==> config.mk <==
export PLATFORM = sky130hd
export DESIGN_NAME = rom_port_arbiter
export DESIGN_NICKNAME = d
export VERILOG_FILES = /design/src/rtl/rom_arb_pkg.sv /design/src/rtl/rom_hold_timer.sv /design/src/rtl/rom_port_arbiter.sv
export SDC_FILE = /design/constraint.sdc
export NUM_CORES = 1
export LEC_CHECK = 0
export CORE_ASPECT_RATIO = 0.75
export CORE_MARGIN = 2
export CORE_UTILIZATION = 44
export DETAILED_ROUTE_END_ITERATION = 12
export PLACE_DENSITY = 0.77
export SLEW_MARGIN = 0
export SYNTH_ARGS = -nofsm -noshare
export SYNTH_HDL_FRONTEND = slang
export SYNTH_SLANG_ARGS = --single-unit
==> constraint.sdc <==
create_clock -name clk48M -period 2.1 [get_ports clk48M]
set_clock_uncertainty 0.2 [all_clocks]
set_input_delay 0.525 -clock clk48M [delete_from_list [all_inputs] [get_ports clk48M]]
set_output_delay 0.525 -clock clk48M [all_outputs]
set_load 0.01 [all_outputs]
==> src/rtl/rom_arb_pkg.sv <==
// Shared types for the ROM port arbiter: FSM states, grant select, hold default.
// Also carries the tie-break helper so both arbitration builds share one rule.
package rom_arb_pkg;

    typedef enum logic [1:0] {
        IDLE = 2'd0,
        RD1  = 2'd1,
        RD2  = 2'd2,
        ACK  = 2'd3
    } arb_state_t;

    typedef enum logic {
        GNT_VID = 1'b0,
        GNT_CPU = 1'b1
    } gnt_sel_t;

    localparam int HOLD_CYC_DEF = 16;

    // With rr_en low the video port always wins a tie; with rr_en high the
    // port that was not granted last wins.
    function automatic gnt_sel_t arb_pick(input logic     vid_req,
                                          input logic     cpu_req,
                                          input logic     rr_en,
                                          input gnt_sel_t last_gnt);
        if (vid_req && cpu_req) begin
            return (rr_en && (last_gnt == GNT_VID)) ? GNT_CPU : GNT_VID;
        end
        return vid_req ? GNT_VID : GNT_CPU;
    endfunction

endpackage

==> src/rtl/rom_hold_timer.sv <==
// Core hold-off timer: keeps the game core in reset during and after a download.
// Latency: core_hold follows dl_en combinationally, stays high HOLD_CYC cycles after it falls.
// Backpressure: none; also exports the dl_en rising-edge pulse used to clear dl_ovf.
module rom_hold_timer
    import rom_arb_pkg::*;
#(
    parameter int HOLD_CYC = HOLD_CYC_DEF
) (
    input  logic i_clk,
    input  logic i_reset,
    input  logic i_dl_en,
    output logic o_dl_en_rise,
    output logic o_core_hold
);

    localparam logic [7:0] LP_HOLD = 8'(HOLD_CYC);

    logic       r_dl_en_q;
    logic [7:0] r_hold_cnt;

    // The counter is kept loaded for the whole download so the hold window
    // starts in the very cycle dl_en drops, with no one-cycle gap.
    always_ff @(posedge i_clk) begin
        if (i_reset) begin
            r_dl_en_q  <= 1'b0;
            r_hold_cnt <= LP_HOLD;
        end else begin
            r_dl_en_q <= i_dl_en;
            if (i_dl_en) begin
                r_hold_cnt <= LP_HOLD;
            end else if (r_hold_cnt != 8'd0) begin
                r_hold_cnt <= r_hold_cnt - 8'd1;
            end
        end
    end

    assign o_dl_en_rise = i_dl_en & ~r_dl_en_q;
    assign o_core_hold  = i_dl_en | (r_hold_cnt != 8'd0);

endmodule

==> src/rtl/rom_port_arbiter.sv <==
// Shares one single-port byte array between HPS download writes, video reads and CPU reads.
// Latency: read ack 3 edges after the IDLE edge that samples req; a pending write issues within 3 cycles.
// Backpressure: req held until ack; dl_en blocks new reads. Macro ROM_ARB_RR_EN selects round-robin ties.
module rom_port_arbiter
    import rom_arb_pkg::*;
#(
    parameter int AW        = 16,
    parameter int ROM_BYTES = 65536,
    parameter int HOLD_CYC  = HOLD_CYC_DEF
) (
    input  logic          clk48M,
    input  logic          reset,
    input  logic          dl_en,
    input  logic          dl_wr,
    input  logic [24:0]   dl_addr,
    input  logic [7:0]    dl_data,
    input  logic          vid_req,
    input  logic [AW-1:0] vid_addr,
    output logic          vid_ack,
    output logic [7:0]    vid_data,
    input  logic          cpu_req,
    input  logic [AW-1:0] cpu_addr,
    output logic          cpu_ack,
    output logic [7:0]    cpu_data,
    output logic [AW-1:0] mem_addr,
    output logic          mem_we,
    output logic [7:0]    mem_wdata,
    input  logic [7:0]    mem_rdata,
    output logic          core_hold,
    output logic          dl_ovf
);

    localparam logic [25:0] LP_ROM_LIM = 26'(ROM_BYTES);

    arb_state_t    r_state;
    arb_state_t    w_state_nxt;
    gnt_sel_t      r_gnt;
    gnt_sel_t      w_gnt_sel;

    logic          w_dl_in_range;
    logic          w_dl_en_rise;
    logic          w_rd_ok;
    logic          w_grant;
    logic          w_issue_wr;
    logic          w_capture;

    logic          r_pend_vld;
    logic [AW-1:0] r_pend_addr;
    logic [7:0]    r_pend_data;

    logic [AW-1:0] r_mem_addr;
    logic          r_mem_we;
    logic [7:0]    r_mem_wdata;
    logic [7:0]    r_vid_data;
    logic [7:0]    r_cpu_data;
    logic          r_dl_ovf;

    assign w_dl_in_range = ({1'b0, dl_addr} < LP_ROM_LIM);
    assign w_rd_ok       = ~r_pend_vld & ~dl_en & (vid_req | cpu_req);

`ifdef ROM_ARB_RR_EN
    gnt_sel_t r_last_gnt;

    always_ff @(posedge clk48M) begin
        if (reset) begin
            r_last_gnt <= GNT_CPU;
        end else if (w_grant) begin
            r_last_gnt <= w_gnt_sel;
        end
    end

    assign w_gnt_sel = arb_pick(vid_req, cpu_req, 1'b1, r_last_gnt);
`else
    assign w_gnt_sel = arb_pick(vid_req, cpu_req, 1'b0, GNT_CPU);
`endif

    always_ff @(posedge clk48M) begin
        if (reset) begin
            r_state <= IDLE;
        end else begin
            r_state <= w_state_nxt;
        end
    end

    always_comb begin
        w_state_nxt = r_state;
        case (r_state)
            IDLE:    if (w_rd_ok) w_state_nxt = RD1;
            RD1:     w_state_nxt = RD2;
            RD2:     w_state_nxt = ACK;
            ACK:     w_state_nxt = IDLE;
            default: w_state_nxt = IDLE;
        endcase
    end

    // The read address is no longer needed once ACK is reached, so a write
    // that arrived mid-read may already be issued from ACK.
    always_comb begin
        w_issue_wr = 1'b0;
        w_grant    = 1'b0;
        w_capture  = 1'b0;
        vid_ack    = 1'b0;
        cpu_ack    = 1'b0;
        case (r_state)
            IDLE: begin
                w_issue_wr = r_pend_vld;
                w_grant    = w_rd_ok;
            end
            RD2: begin
                w_capture = 1'b1;
            end
            ACK: begin
                w_issue_wr = r_pend_vld;
                vid_ack    = (r_gnt == GNT_VID);
                cpu_ack    = (r_gnt == GNT_CPU);
            end
            default: begin
            end
        endcase
    end

    always_ff @(posedge clk48M) begin
        if (reset) begin
            r_pend_vld  <= 1'b0;
            r_pend_addr <= '0;
            r_pend_data <= 8'd0;
        end else if (dl_wr && w_dl_in_range) begin
            r_pend_vld  <= 1'b1;
            r_pend_addr <= dl_addr[AW-1:0];
            r_pend_data <= dl_data;
        end else if (w_issue_wr) begin
            r_pend_vld <= 1'b0;
        end
    end

    // A strobe replacing a write that is not leaving this cycle is a lost byte.
    always_ff @(posedge clk48M) begin
        if (reset) begin
            r_dl_ovf <= 1'b0;
        end else if (dl_wr && (!w_dl_in_range || (r_pend_vld && !w_issue_wr))) begin
            r_dl_ovf <= 1'b1;
        end else if (w_dl_en_rise) begin
            r_dl_ovf <= 1'b0;
        end
    end

    always_ff @(posedge clk48M) begin
        if (reset) begin
            r_mem_we    <= 1'b0;
            r_mem_addr  <= '0;
            r_mem_wdata <= 8'd0;
        end else begin
            r_mem_we <= w_issue_wr;
            if (w_issue_wr) begin
                r_mem_addr  <= r_pend_addr;
                r_mem_wdata <= r_pend_data;
            end else if (w_grant) begin
                r_mem_addr <= (w_gnt_sel == GNT_VID) ? vid_addr : cpu_addr;
            end
        end
    end

    always_ff @(posedge clk48M) begin
        if (reset) begin
            r_gnt <= GNT_VID;
        end else if (w_grant) begin
            r_gnt <= w_gnt_sel;
        end
    end

    always_ff @(posedge clk48M) begin
        if (reset) begin
            r_vid_data <= 8'd0;
            r_cpu_data <= 8'd0;
        end else if (w_capture) begin
            if (r_gnt == GNT_VID) begin
                r_vid_data <= mem_rdata;
            end else begin
                r_cpu_data <= mem_rdata;
            end
        end
    end

    rom_hold_timer #(
        .HOLD_CYC (HOLD_CYC)
    ) u_hold (
        .i_clk        (clk48M),
        .i_reset      (reset),
        .i_dl_en      (dl_en),
        .o_dl_en_rise (w_dl_en_rise),
        .o_core_hold  (core_hold)
    );

    assign mem_addr  = r_mem_addr;
    assign mem_we    = r_mem_we;
    assign mem_wdata = r_mem_wdata;
    assign vid_data  = r_vid_data;
    assign cpu_data  = r_cpu_data;
    assign dl_ovf    = r_dl_ovf;

endmodule
**Yosys cells after proc, flatten, opt, wreduce, memory -nomap -nowiden**

Cells that the tools add are included.

- Add/sub/neg operators: 1
- Muxes and demuxes: 18
- Reductions and logical operators: 16
- Bitwise logic cells: 9
- Order comparisons: 1
- Equality and inequality tests: 4

Operator list:

| operator | count |
|---|---|
| 2-to-1 mux 16 bit | 3 |
| less-than comparator 25 x 17 -> 1 bit, second input constant | 1 |
| 2-to-1 mux 1 bit | 13 |
| case mux 2 bit (4 select lines) | 1 |
| nonzero test 8 bit | 1 |
| subtractor 8 x 1 -> 8 bit, second input constant | 1 |
| nonzero test 2 bit | 3 |
| == test 2 bit, second input constant | 2 |
| logical AND 1 bit | 4 |
| NOT 1 bit | 4 |
| AND reduction 2 bit | 2 |
| OR reduction 2 bit | 2 |
| bitwise AND 1 bit | 3 |
| == test 2 x 1 -> 1 bit, second input constant | 1 |
| zero test 1 bit | 2 |
| zero test 2 bit | 1 |
| 2-to-1 mux 2 bit | 1 |
| != test 2 bit, second input constant | 1 |
| OR 1 bit | 2 |
| logical OR 1 bit | 1 |

- Bits in registers: 79
- Output and inout port bits: 45

**Longest topological paths before layout**

Gate-level depths: netlist (run 1).

- Depth in word-level cells: 8
- Mapped depth: 8

**Modules after synthesis**

A second synthesis (run 1) with hierarchy kept.

- Cell total of the unflattened synthesis: 399
- Area, all modules: 3402.0 um2

By module, submodules not included:

| module | sequential area each (um2) | area each (um2) | cells an instance | times used |
|---|---|---|---|---|
| rom_port_arbiter | 1401.3 | 2951.6 | 350 | 1 |
| rom_hold_timer | 180.2 | 450.4 | 49 | 1 |

**Worst setup path after synthesis (run 1)**

No wires, ideal clock.

- Kind: register -> register
- Start point: register r_state[0]
- End point: register r_mem_addr[12], in the netlist mem_addr[12]
- Setup time: 0.067 ns
- Data arrival time: 1.563 ns
- Path slack: 0.270 ns
- Required time: 1.833 ns
- Path buffers: 2
- Period minus slack after synthesis: 1.830 ns
- Stages on the path, launching flop included: 9
- Path through: dfxtp_1 inv_1 ha_1 and2b_1 buf_6 a21oi_4 buf_6 a211o_1 a21oi_2

- Word-level cells in the longest chain between the ends: 4
- Elaborated cells between the ends (all ways): 7
- Those cells by class: eq/ne (1); mux (3); reduce/logical (3)

Ends and longest elaborated chain:

| item | RTL line | RTL |
|---|---|---|
| start: declaration | rom_port_arbiter.sv:35 | `arb_state_t r_state;` |
| start signal: assignment | rom_port_arbiter.sv:81 | `r_state <= w_state_nxt;` |
| == test 2 bit or zero test 2 bit (tied branches) | rom_port_arbiter.sv:104 | `case (r_state)` |
| OR reduction 2 bit (no source line) | -- |  |
| 2-to-1 mux 1 bit | rom_port_arbiter.sv:104 |  |
| 2-to-1 mux 16 bit or nonzero test 2 bit (tied branches) | -- |  |
| end signal: assignment | rom_port_arbiter.sv:155 | `r_mem_addr <= r_pend_addr;` |
| end signal: assignment | rom_port_arbiter.sv:158 | `r_mem_addr <= (w_gnt_sel == GNT_VID) ? vid_addr : cpu_addr;` |
| end: declaration | rom_port_arbiter.sv:51 | `logic [AW-1:0] r_mem_addr;` |

Parallel ways exist; a longest one is shown, timed or not.
A chain may end at the register's enable or synchronous reset.

**Worst setup path in the final report (run 1)**

- Start point: register u_hold.r_hold_cnt[5]
- End point: output core_hold

- Word-level cells in the longest chain between the ends: 2

Ends and longest elaborated chain:

| item | RTL line | RTL |
|---|---|---|
| start: declaration | rom_hold_timer.sv:19 | `logic [7:0] r_hold_cnt;` |
| start signal: assignment | rom_hold_timer.sv:32 | `r_hold_cnt <= r_hold_cnt - 8'd1;` |
| nonzero test 8 bit | rom_hold_timer.sv:38 | `assign o_core_hold = i_dl_en \| (r_hold_cnt != 8'd0);` |
| OR 1 bit | rom_hold_timer.sv:38 |  |
| end: declaration | rom_port_arbiter.sv:29 | `output logic core_hold,` |

No other way between the ends.

==> results.json, run 1 <==
{
  "ys_seq_area_frac": 0.469,
  "synth_edf_count": 0,
  "cp.arrival_ns": 1.40,
  "setup-violations-final": 1,
  "gr-total-overflow": 0,
  "cts_num_sinks": 79,
  "worst_pin_slew_ns": 0.463,
  "vias": 3171,
  "drive_gt1_frac": 0.109,
  "ff2ff_path_depth": 7,
  "wl_per_cell_um": 13.9,
  "dieWidth_um": 105,
  "antenna_found_initial": 0,
  "synth_area_um2": 3370,
  "reg2reg_slack_ns": 0.19,
  "postCtsHoldBufs": 0,
  "cp-end-kind": "primary output",
  "stdcell_area_um2": 5000,
  "rsz0062_at_grt": "yes",
  "reg2reg_to": "mem_addr[10]$_SDFFE_PP0P_",
  "first_pass_iters": 4,
  "track_usage": 0.215,
  "p_leak_nw": 1.90,
  "final_cells": 640,
  "htreeDepth": 3,
  "hold_viol_final": 0,
  "die_h_um": 79.8,
  "min_period_over_period": 1.01,
  "synth-async-reset-ratio": 0,
  "nFillCells": 620,
  "syn2layout_area_growth_pct": 48.1,
  "root_buffer": "clkbuf_8",
  "dieArea_um2": 8390,
  "internal_power_mw": 2.68,
  "detailed_place_hpwl_um": 6450,
  "crit-reg2reg-launch": "r_state[0]$_SDFFE_PP0P_",
  "startpoint_type": "flop",
  "switching_power_mw": 1.13,
  "p_clk_frac": 0.269,
  "crit_type": "flop to primary output",
  "fin_ws_ns": -0.0211,
  "avgSynthCellArea_um2": 8.50,
  "cap_violations": 0,
  "power_frac_comb": 0.287,
  "via_per_inst": 4.95,
  "grt_first_pass_wirelength_um": 14200,
  "drv_slew": 0,
  "routabilityCongestion": 0.782,
  "core-area_um2": 7400,
  "cp_max_fo": 2,
  "cellPowerDensity_nw_per_um2": 764,
  "grt_max_degree": 33,
  "cts_made_buffers": 9,
  "critPathRequiredTime_ns": 1.37,
  "drtIter0Drc": 152,
  "p_seq_frac": 0.444,
  "violations": "negative setup slack",
  "start_util": 0.456,
  "finalCriticalPeriod_ns": 2.12,
  "nets": 618,
  "cts.path.max_buffers": 2,
  "drtAntennaViolNets": 0,
  "io_buffers": 123,
  "slew_headroom": 0.687,
  "syn_nets": 481,
  "num_rows": 27,
  "synth_cell_types": 37,
  "drc": 0,
  "status": "complete, but fails checks",
  "wl_um": 8860,
  "antenna_cells": 0,
  "fmax_mhz": 471,
  "hold_class": "flop to flop",
  "first_global_vias": 3046,
  "peakVddDrop_v": 0.000366,
  "yosys_warnings": 0,
  "cts_tree": "built",
  "clkTransAtPathRegs_ns": 0.09,
  "dpl.cell_count": 623,
  "power_mw": 3.82,
  "switching_share": 0.297,
  "synth_cells": 397,
  "endpoint": "core_hold",
  "cp-startpoint": "u_hold.r_hold_cnt[5]$_SDFFE_PP0P_",
  "ys.flop_type": "dfxtp_1",
  "final.setup.tns_ns": -0.0211,
  "clock_latency_ns": 0.35,
  "ys_ff_latch": 79,
  "place_area_um2": 4820,
  "pin_count": 124
}
## how the worst min path moves through the flow
| stage | slack [ns] | endpoint | start | depth (start not counted) |
|---|---|---|---|---|
| floorplan | 0.23 | mem_wdata[0]$_SDFFE_PP0P_ | r_pend_data[0]$_SDFFE_PP0P_ | 2 |
| global placement | 0.24 | mem_wdata[0]$_SDFFE_PP0P_ | r_pend_data[0]$_SDFFE_PP0P_ | 2 |
| CTS | 0.25 | mem_wdata[1]$_SDFFE_PP0P_ | r_pend_data[1]$_SDFFE_PP0P_ | 2 |
| finish | 0.25 | mem_wdata[1]$_SDFFE_PP0P_ | r_pend_data[1]$_SDFFE_PP0P_ | 2 |
| detailed placement | 0.24 | mem_wdata[3]$_SDFFE_PP0P_ | r_pend_data[3]$_SDFFE_PP0P_ | 2 |
| global route | 0.27 | r_pend_addr[15]$_SDFFE_PP0P_ | r_pend_addr[15]$_SDFFE_PP0P_ | 2 |
## routing by layer
layer / part of all wire / up-vias / track usage
met1: 0.44 / 1461 / 0.264
met5: 0 / - / 0
li1: - / 1607 / -
met3: 0.054 / 12 / 0.0555
met4: 0.014 / 0 / 0.0813
met2: 0.49 / 91 / 0.365
## final cells by class
type | count | area [um2] | area share
inverter | 6 | 22.5 | 0.00451
timing repair buffer | 155 | 1500 | 0.299
tap | 101 | 126 | 0.0253
sequential | 79 | 1590 | 0.317
clock inverter | 7 | 53.8 | 0.0108
clock buffer | 9 | 124 | 0.0248
multi-input combinational | 283 | 1590 | 0.318
## cells in the final DEF (no fill, tap or decap), drive strengths merged, types with 9 or more instances in the layout
master | netlist | layout
clkdlybuf4s50 | 0 | 119
nand2 | 93 | 93
dfxtp | 79 | 79
a21oi | 62 | 62
nor2 | 37 | 37
buf | 14 | 33
mux2i | 26 | 26
a211o | 16 | 16
nand3 | 10 | 10
clkbuf | 15 | 10
inv | 6 | 9
## sequential cells by signal (all words and copies together), names as in the netlist
| signal | flops |
|---|---|
| r_state | 2 |
| r_pend_vld | 1 |
| mem_addr | 16 |
| r_gnt | 1 |
| u_hold.r_hold_cnt | 8 |
| mem_we | 1 |
| vid_data | 8 |
| r_pend_addr | 16 |
| dl_ovf | 1 |
| mem_wdata | 8 |
| u_hold.r_dl_en_q | 1 |
| r_pend_data | 8 |
| cpu_data | 8 |
## Yosys cell counts, types with 2 or more instances
cell type | instances | area (um2)
nand2_1 | 93 | 349
dfxtp_1 | 79 | 1580
a21oi_1 | 60 | 300
nor2_1 | 37 | 139
mux2i_1 | 26 | 260
a211o_1 | 16 | 140
clkbuf_1 | 13 | 48.8
nand3_1 | 10 | 50.1
buf_6 | 7 | 78.8
nor3_1 | 7 | 35.0
inv_1 | 6 | 22.5
buf_2 | 5 | 25.0
ha_1 | 5 | 62.6
xnor2_1 | 4 | 35.0
o21ai_0 | 3 | 15.0
and2_1 | 2 | 12.5
buf_4 | 2 | 15.0
nor2b_1 | 2 | 12.5
o31ai_1 | 2 | 15.0
## stage by stage
step	worst slack, ns	utilization	hold slack [ns]
5_1_grt	-0.0923	0.675	0.272
3_3_place_gp	-0.250	0.651	0.236
4_1_cts	-0.212	0.675	0.253
3_5_place_dp	-0.258	0.651	0.243
2_1_floorplan	0.270	-	0.232
6_report	-0.0211	0.675	0.249
## critical path: stages (launching register included)
cell and delay [ns]:
dfxtp_2 0.34, nor4_4 0.29, and4bb_1 0.24, nand2_1 0.06, clkbuf_2 0.12
## power groups by stage
stage,Clock [mW],Sequential [mW],Combinational (mW)
after global placement,0,1.72,1.07
after floorplan,0,1.76,0.542
after global routing,1.11,1.72,1.19
after detailed placement,0,1.73,1.10
after CTS,1.05,1.70,1.10
final,1.03,1.70,1.10
## what timing repair did
action / 4_1_cts / 5_1_grt
hold endpoints to repair: 0 / 0
endpoints found under the setup margin: 3 / 1
resized for setup: 5 / 3
setup buffers: 0 / 1
pin swaps: 1 / 2
## kinds of logic (layout without fill, tap and decap cells)
kind of cell | count (synthesis) | in the layout | share of synthesized area
adder cells (fa/ha/maj) | 5 | 5 | 0.0185
buffers and inverters | 35 | 177 | 0.0601
XOR/XNOR | 5 | 5 | 0.0130
multiplexers | 26 | 26 | 0.0772
AO/OA/AOI/OAI | 85 | 85 | 0.151
AND/OR/NAND/NOR | 162 | 162 | 0.211
flip-flops | 79 | 79 | 0.469
Note: power is estimated with default switching activity, not from simulation.
==> inputs of run 2 (changes only) <==
Settings changed: SKIP_CTS_REPAIR_TIMING from default to 1.
==> results.json, run 2 (synthesized netlist as in run 1, its figures left out) <==
{
  "first_global_vias": 3053,
  "clkTransAtPathRegs_ns": 0.09,
  "drive_gt1_frac": 0.104,
  "startpoint_type": "flop",
  "setup-violations-final": 1,
  "rsz0062_at_grt": "yes",
  "grt_max_degree": 33,
  "routabilityCongestion": 0.782,
  "cellPowerDensity_nw_per_um2": 763,
  "fin_util": 0.676,
  "antenna_found_initial": 0,
  "worst_pin_slew_ns": 0.464,
  "hold_class": "flop to flop",
  "status": "complete, but fails checks",
  "drv_slew": 0,
  "via_per_inst": 4.92,
  "cp_max_fo": 2,
  "crit_type": "flop to primary output",
  "detailed_place_hpwl_um": 6450,
  "io_buffers": 123,
  "syn2layout_area_growth_pct": 48.3,
  "slew_headroom": 0.687,
  "finalCriticalPeriod_ns": 2.16,
  "hold_viol_final": 0,
  "clock_latency_ns": 0.35,
  "final_cell_mix": "clkdlybuf4s50_1 (119), nand2_1 (93), dfxtp_1 (77)",
  "nFillCells": 620,
  "dieWidth_um": 105,
  "gr-total-overflow": 0,
  "cp.arrival_ns": 1.43,
  "htreeDepth": 3,
  "num_rows": 27,
  "core-area_um2": 7400,
  "drc": 0,
  "violations": "negative setup slack",
  "nets": 617,
  "dieArea_um2": 8390,
  "min_period_over_period": 1.03,
  "pre_cts_ws_ns": -0.258,
  "cts_num_sinks": 79,
  "grt_first_pass_wirelength_um": 14200,
  "pin_count": 124,
  "cts_made_buffers": 9,
  "cap_violations": 0,
  "p_leak_nw": 1.92,
  "cts.path.max_buffers": 2,
  "root_buffer": "clkbuf_8",
  "start_util": 0.456,
  "vias": 3144,
  "drtIter0Drc": 130,
  "peakVddDrop_v": 0.000368,
  "track_usage": 0.215,
  "drtAntennaViolNets": 0,
  "critPathRequiredTime_ns": 1.37,
  "final_common_cell": "clkdlybuf4s50_1",
  "cp-end-kind": "primary output",
  "wl_um": 8860,
  "first_pass_iters": 5,
  "fin_ws_ns": -0.0592,
  "fmax_mhz": 463,
  "die_h_um": 79.8,
  "cts_tree": "built",
  "antenna_cells": 0,
  "wl_per_cell_um": 13.9
}
[run 2: report_power, final]
group | internal [mW] | switching [mW]
Sequential | 1.62 | 0.0731
Clock | 0.438 | 0.587
Combinational | 0.624 | 0.473
Total | 2.68 | 1.13
[run 2: cell type report]
class,instances,area [um2],area share
Clock buffer,9,124,0.0248
Clock inverter,7,53.8,0.0108
Inverter,6,22.5,0.00450
Multi-Input combinational cell,283,1590,0.318
Sequential cell,79,1580,0.317
Tap cell,101,126,0.0253
Timing Repair Buffer,154,1500,0.301
[run 2: worst paths after layout]
check                                     from                        end  slack [ns]  cells past startpoint
min reg2reg        r_pend_data[1]$_SDFFE_PP0P_  mem_wdata[1]$_SDFFE_PP0P_        0.25                      2
max          u_hold.r_hold_cnt[2]$_SDFFE_PP0P_                  core_hold       -0.06                      4
max reg2reg            r_state[0]$_SDFFE_PP0P_  mem_addr[10]$_SDFFE_PP0P_        0.18                      7
min                r_pend_data[1]$_SDFFE_PP0P_  mem_wdata[1]$_SDFFE_PP0P_        0.25                      2
[run 2: metrics by stage]
| step | hold slack (ns) | power (mW) | cells | instance area [um2] | setup TNS, ns |
|---|---|---|---|---|---|
| 3_5_place_dp | 0.243 | 2.83 | 623 | 4820 | -6.96 |
| 6_report | 0.250 | 3.82 | 639 | 5000 | -0.0592 |
| 4_1_cts | 0.253 | 3.85 | 639 | 4990 | -0.915 |
| 5_1_grt | 0.272 | 4.02 | 639 | 5000 | -0.147 |
| 2_1_floorplan | 0.232 | 2.30 | 397 | 3370 | 0 |
| 3_3_place_gp | 0.236 | 2.79 | 623 | 4820 | -4.13 |
[run 2: worst max-delay path, cell delays in order, from the launching register on]
cell and delay [ns]:
dfxtp_1 0.34, nor4_4 0.29, and4bb_1 0.24, nand2_1 0.05, dlymetal6s2s_1 0.16
[run 2: per-layer routing]
metal  routed length (um)  track usage
met5                    0            0
met1                 3920        0.265
met4                  125       0.0813
met2                 4300        0.365
met3                  519       0.0555
